===== config.mk =====
export PLATFORM = sky130hd
export DESIGN_NAME = multicore_dispatcher
export DESIGN_NICKNAME = d
export VERILOG_FILES = /design/src/rtl/multicore_pkg.sv /design/src/rtl/done_tracker.sv /design/src/rtl/multicore_dispatcher.sv
export SDC_FILE = /design/constraint.sdc
export NUM_CORES = 1
export LEC_CHECK = 0
export ABC_AREA = 1
export BUFFER_PORTS_ARGS = -buffer_cell sky130_fd_sc_hd__buf_2
export CAP_MARGIN = 20
export CORE_ASPECT_RATIO = 0.8
export CORE_MARGIN = 4
export CORE_UTILIZATION = 46
export CTS_BUF_LIST = sky130_fd_sc_hd__clkbuf_4 sky130_fd_sc_hd__clkbuf_8
export DETAILED_ROUTE_END_ITERATION = 6
export PLACE_DENSITY_LB_ADDON = 0.25
export REMOVE_ABC_BUFFERS = 1
export SLEW_MARGIN = 20
export SYNTH_ARGS = -nofsm -noshare
export SYNTH_HDL_FRONTEND = slang
export SYNTH_SLANG_ARGS = --single-unit

===== constraint.sdc =====
create_clock -name clk -period 1.62 [get_ports clk]
set_clock_uncertainty 0.1 [all_clocks]
set_input_delay 0.081 -clock clk [delete_from_list [all_inputs] [get_ports clk]]
set_output_delay 0.081 -clock clk [all_outputs]
set_load 0.02 [all_outputs]

===== src/rtl/multicore_pkg.sv =====
// Shared definitions for the multicore dispatcher: per-core status codes,
// controller state encoding and the supported core-count ceiling.
package multicore_pkg;

    localparam int NUM_CORES_MAX = 16;

    localparam logic [1:0] ST_IDLE  = 2'b00;
    localparam logic [1:0] ST_START = 2'b01;
    localparam logic [1:0] ST_RUN   = 2'b10;
    localparam logic [1:0] ST_ACK   = 2'b11;

    typedef enum logic [1:0] {
        S_IDLE  = 2'd0,
        S_START = 2'd1,
        S_RUN   = 2'd2,
        S_ACK   = 2'd3
    } state_t;

endpackage


===== src/rtl/done_tracker.sv =====
// Sticky per-core completion flags. all_done also counts hits arriving this
// cycle, so a core finishing last is recognised without an extra cycle.
module done_tracker #(
    parameter int N = 4
) (
    input  logic         clk,
    input  logic         rst_n,
    input  logic         clear,
    input  logic         enable,
    input  logic [N-1:0] mask,
    input  logic [N-1:0] hits,
    output logic         all_done
);

    logic [N-1:0] flags;

    always_ff @(posedge clk) begin
        if (!rst_n) begin
            flags <= '0;
        end else if (clear) begin
            flags <= '0;
        end else if (enable) begin
            flags <= flags | (hits & mask);
        end
    end

    assign all_done = (((flags | hits) & mask) == mask);

endmodule


===== src/rtl/multicore_dispatcher.sv =====
// Launch/collect controller for a group of processor cores.
// Optional watchdog enabled by defining DISPATCH_TIMEOUT_EN.
module multicore_dispatcher
    import multicore_pkg::*;
#(
    parameter int NUM_CORES = 4,
    parameter int CNT_W     = 16,
    parameter int TMO_W     = 16
) (
    input  logic                   clk,
    input  logic                   rst_n,
    input  logic                   start,
    input  logic [NUM_CORES-1:0]   core_mask,
    input  logic                   abort,
    input  logic [TMO_W-1:0]       tmo_limit,
    input  logic [NUM_CORES-1:0]   core_end,
    output logic [2*NUM_CORES-1:0] core_status,
    output logic                   busy,
    output logic                   done,
    output logic                   aborted,
    output logic                   timeout,
    output logic [CNT_W-1:0]       cycle_count
);

    state_t                 state, state_next;
    logic [NUM_CORES-1:0]   mask_q;
    logic                   all_done;
    logic                   accept;
    logic                   zero_start;
    logic                   zero_done_q;
    logic                   aborted_q;
    logic                   tmo_fire;
    logic                   in_run;

    assign accept     = (state == S_IDLE) && start && (core_mask != '0);
    assign zero_start = (state == S_IDLE) && start && (core_mask == '0);
    assign in_run     = (state == S_RUN);

    done_tracker #(.N(NUM_CORES)) u_done_tracker (
        .clk      (clk),
        .rst_n    (rst_n),
        .clear    (accept),
        .enable   (in_run),
        .mask     (mask_q),
        .hits     (core_end),
        .all_done (all_done)
    );

    always_ff @(posedge clk) begin
        if (!rst_n) begin
            state <= S_IDLE;
        end else begin
            state <= state_next;
        end
    end

    // Abort outranks completion, and completion outranks the watchdog.
    always_comb begin
        state_next = state;
        case (state)
            S_IDLE:  if (accept) state_next = S_START;
            S_START: state_next = abort ? S_IDLE : S_RUN;
            S_RUN: begin
                if (abort)         state_next = S_IDLE;
                else if (all_done) state_next = S_ACK;
                else if (tmo_fire) state_next = S_IDLE;
            end
            S_ACK:   state_next = S_IDLE;
            default: state_next = S_IDLE;
        endcase
    end

    always_comb begin
        logic [1:0] code;
        code = ST_IDLE;
        case (state)
            S_START: code = ST_START;
            S_RUN:   code = ST_RUN;
            S_ACK:   code = ST_ACK;
            default: code = ST_IDLE;
        endcase
        core_status = '0;
        for (int i = 0; i < NUM_CORES; i++) begin
            if (mask_q[i]) core_status[2*i +: 2] = code;
        end
        busy    = (state != S_IDLE);
        done    = (state == S_ACK) || zero_done_q;
        aborted = aborted_q;
    end

    always_ff @(posedge clk) begin
        if (!rst_n) begin
            mask_q      <= '0;
            cycle_count <= '0;
            zero_done_q <= 1'b0;
            aborted_q   <= 1'b0;
        end else begin
            zero_done_q <= zero_start;
            aborted_q   <= ((state == S_START) && abort) ||
                           (in_run && (abort || (!all_done && tmo_fire)));
            if (accept) begin
                mask_q      <= core_mask;
                cycle_count <= '0;
            end else if (zero_start) begin
                cycle_count <= '0;
            end else if (in_run && (cycle_count != '1)) begin
                cycle_count <= cycle_count + CNT_W'(1);
            end
        end
    end

`ifdef DISPATCH_TIMEOUT_EN
    logic [TMO_W-1:0] tmo_cnt;
    logic [TMO_W-1:0] tmo_next;
    logic             timeout_q;

    assign tmo_next = (tmo_cnt == '1) ? tmo_cnt : tmo_cnt + TMO_W'(1);
    assign tmo_fire = (tmo_limit != '0) && (tmo_next == tmo_limit);
    assign timeout  = timeout_q;

    always_ff @(posedge clk) begin
        if (!rst_n) begin
            tmo_cnt   <= '0;
            timeout_q <= 1'b0;
        end else if (accept) begin
            tmo_cnt   <= '0;
            timeout_q <= 1'b0;
        end else if (in_run) begin
            tmo_cnt <= tmo_next;
            if (!abort && !all_done && tmo_fire) timeout_q <= 1'b1;
        end
    end
`else
    logic unused_tmo_limit;

    assign unused_tmo_limit = ^tmo_limit;
    assign tmo_fire         = 1'b0;
    assign timeout          = 1'b0;
`endif

endmodule

==> out/metrics.cfg <==
[status]
outcome = finished clean

[die]
die_h_um = 60.36
rows = 18
ios = 56
die_area_um2 = 4433
core_um2 = 3176
floorplan.initialDensity = 0.4965
die_w_um = 73.45

[power]
clock_power_share = 0.358
p_per_area_nw_per_um2 = 728.9
power.internal_mw = 1.138
ir_worst_vdd_mv = 0.6990
leakage_nw = 1.045
p_switching_mw = 0.3949
power_frac_seq = 0.477
swShare = 0.2576
pwr-share-comb = 0.165

[synthesis]
synth_common_cells = nand2_1 (79), inv_1 (31), nor2_1 (29), dfxtp_1 (28), nand3_1 (15)
synth.area.mux_share = 0
yosysWarnings = 0
ys_async_sr_fraction = 0
synth_top_family_by_area = simple AND/OR/NAND/NOR gates
synthAdderAreaFrac = 0.007937
yosysTopAreaCellShare = 0.3556
yosysTopAreaCell = dfxtp_1
synth_ff_type = dfxtp_1
yosysMostFrequentCell = nand2_1
seq_area_frac_synth = 0.3556
yosys-top-cells-area = dfxtp_1 (36%), nand2_1 (19%), inv_1 (7.4%)
synth_cell_type_count = 23
ys_ff_latch = 28
synth_edf_count = 0
synthCells = 242
synth_compound_area_frac = 0.1056
postSynthAreaPerCell_um2 = 6.515
netlist_area_um2 = 1577
synth-simple-area-share = 0.3921
synthXorXnorAreaFrac = 0.03333

[clocking]
clkSinkCount = 28
cts_root_buf = clkbuf_8
clock_latency_ns = 0.28
path_clk_slew_ns = 0.10
numCtsBuffers = 3
htree_levels = 1
tritoncts = done
ctsLongestPathBuffers = 2

[global_route]
grt_overflow = 0
grt_antenna_before_repair = 0
track_usage = 0.1855
grt_pass1_wl_um = 6430
grt_pass1_vias = 1417
grt_max_degree = 17

[min_path]
hold_path.class = input pin to flip-flop

[routing]
drt-pass1-iter-count = 4
drtAntennaViolNets = 0
finalWirelength_um = 4051
drc_errors = 0
wl_per_cell_um = 11.67
vias = 1653
drt_iter0_drc = 86
viasPerCell = 4.764

[worst_setup_path]
start_kind = flip-flop
critical_path_arrival_ns = 1.59
crit_path_end_kind = flip-flop
critPathRequiredTime_ns = 1.69
slowest_stage = dfxtp_1
worstSetupPathType = flip-flop to flip-flop
worst_path_most_repeated_cell = nand2_1
slowest_delay_ns = 0.34
crit_chain = ha_2, inv_1, nor2_1, nand2_1, nor2_2, nor2_4, buf_4, nand2_1, a21oi_2
path_max_fanout = 7

[placement]
portBuffers = 38
hpwlAfterDp_um = 2946
globalplace.congestion = 0.8380

[timing]
setup-tns-final_ns = 0
setup_viol = 0
timing.final.crit_share = 0.9374
hold_viol_final = 0
rsz0062_at_grt = false
fmaxAchievable_mhz = 658.5
slew_viol_final = 0
post-route-min-period_ns = 1.519

[finish]
syn_to_final_growth_pct = 33.41
final_nets = 337
drive_gt1_frac = 0.3094
fin_util = 0.6623
diodes = 0

[job]
max-cap-violations = 0

[worst max-delay path, delay by kind of cell (launching register included)]
| kind | cells | cell delay [ns] |
|---|---|---|
| buffers and inverters | 2 | 0.21 |
| DFF | 1 | 0.34 |
| adders and majority gates | 1 | 0.20 |
| and+or+nand+nor | 5 | 0.52 |
| AOI/OAI and AO/OA | 1 | 0.05 |
[per-stage QoR]
step | cells | setup slack [ns] | area (um^2) | power, mW | hold WS (ns)
4_1_cts | 346 | 0.006800 | 2063 | 1.526 | 0.01488
3_5_place_dp | 336 | 0.02478 | 1932 | 0.9662 | 0.1699
2_1_floorplan | 238 | -0.1786 | 1541 | 0.8775 | 0.05962
3_3_place_gp | 336 | 0.03554 | 1932 | 0.9639 | 0.1668
5_1_grt | 347 | 0.007304 | 2103 | 1.596 | 0.05762
6_report | 347 | 0.1013 | 2103 | 1.533 | 0.03654
[state kept, by name (all words and copies together), names as in the netlist]
register              flops
mask_q                    4
zero_done_q               1
u_done_tracker.flags      4
state                     2
aborted                   1
cycle_count              16
[power groups by stage]
stage | sequential, mW | combinational, mW | clock [mW]
detailed placement | 0.745 | 0.221 | 0
floorplan | 0.747 | 0.130 | 0
global route | 0.733 | 0.278 | 0.585
finish | 0.731 | 0.253 | 0.549
CTS | 0.729 | 0.233 | 0.564
global placement | 0.745 | 0.219 | 0
[cell usage in the layout, fill, tap and decap left out, types with 2 or more instances in the layout]
master         Yosys  layout
clkbuf_8           0       3
dlygate4sd3_1      0       6
inv_1             31      30
nand3_1           15      15
buf_4              1      19
nor3_1             3       3
a21oi_1            5       5
dfxtp_1           28      24
buf_2              1      38
xnor2_1            3       3
inv_2              3       3
dfxtp_2            0       4
xor2_1             3       3
nor2_2             5       7
o31ai_1            2       2
o21ai_0            6       6
nand2_2            3       3
nor2_4             2       2
nand4_1            8       8
nor2_1            29      27
nand2_1           79      79
a21oi_2           10      10
[path summary, 6_finish.rpt]
check	cells after the start	end	start	slack, ns
max	9	cycle_count[13]$_SDFFE_PP0P_	cycle_count[1]$_SDFFE_PP0P_	0.10
min	5	u_done_tracker.flags[2]$_SDFFE_PP0P_	core_end[2]	0.04
max reg2reg	9	cycle_count[13]$_SDFFE_PP0P_	cycle_count[1]$_SDFFE_PP0P_	0.10
min reg2reg	2	u_done_tracker.flags[3]$_SDFFE_PP0P_	u_done_tracker.flags[3]$_SDFFE_PP0P_	0.39
[layer usage]
| layer | wire length [um] | vias up | track usage |
|---|---|---|---|
| met4 | 51 | 0 | 0.03359 |
| met2 | 1756 | 48 | 0.2803 |
| met1 | 2001 | 716 | 0.2744 |
| met5 | 0 | - | 0 |
| met3 | 242 | 6 | 0.04139 |
| li1 | - | 883 | - |
[logic make-up after synthesis]
group,count (synthesis)
adder cells (fa/ha/maj),1
AO/OA/AOI/OAI,24
AND/OR/NAND/NOR,144
buffers and inverters,38
XOR/XNOR,6
flip-flops,28
other,1
[final cells by class]
type | instances | area (um^2)
inverters | 34 | 131.4
well taps | 40 | 50.05
repair buffers | 65 | 424.2
flip-flops and latches | 28 | 565.5
multi-input cells | 176 | 860.8
fillers | 272 | 1072
clock buffers | 3 | 41.29
clock inverters | 1 | 30.03
[what timing repair did]
item / CTS / global route
resized for setup: 0 / 9
endpoints found under the setup margin: 0 / 16
buffers inserted: 0 / 1
hold endpoints to repair: 7 / 0
hold buffers: 6 / 0
Note: power is estimated with default switching activity, not from simulation.
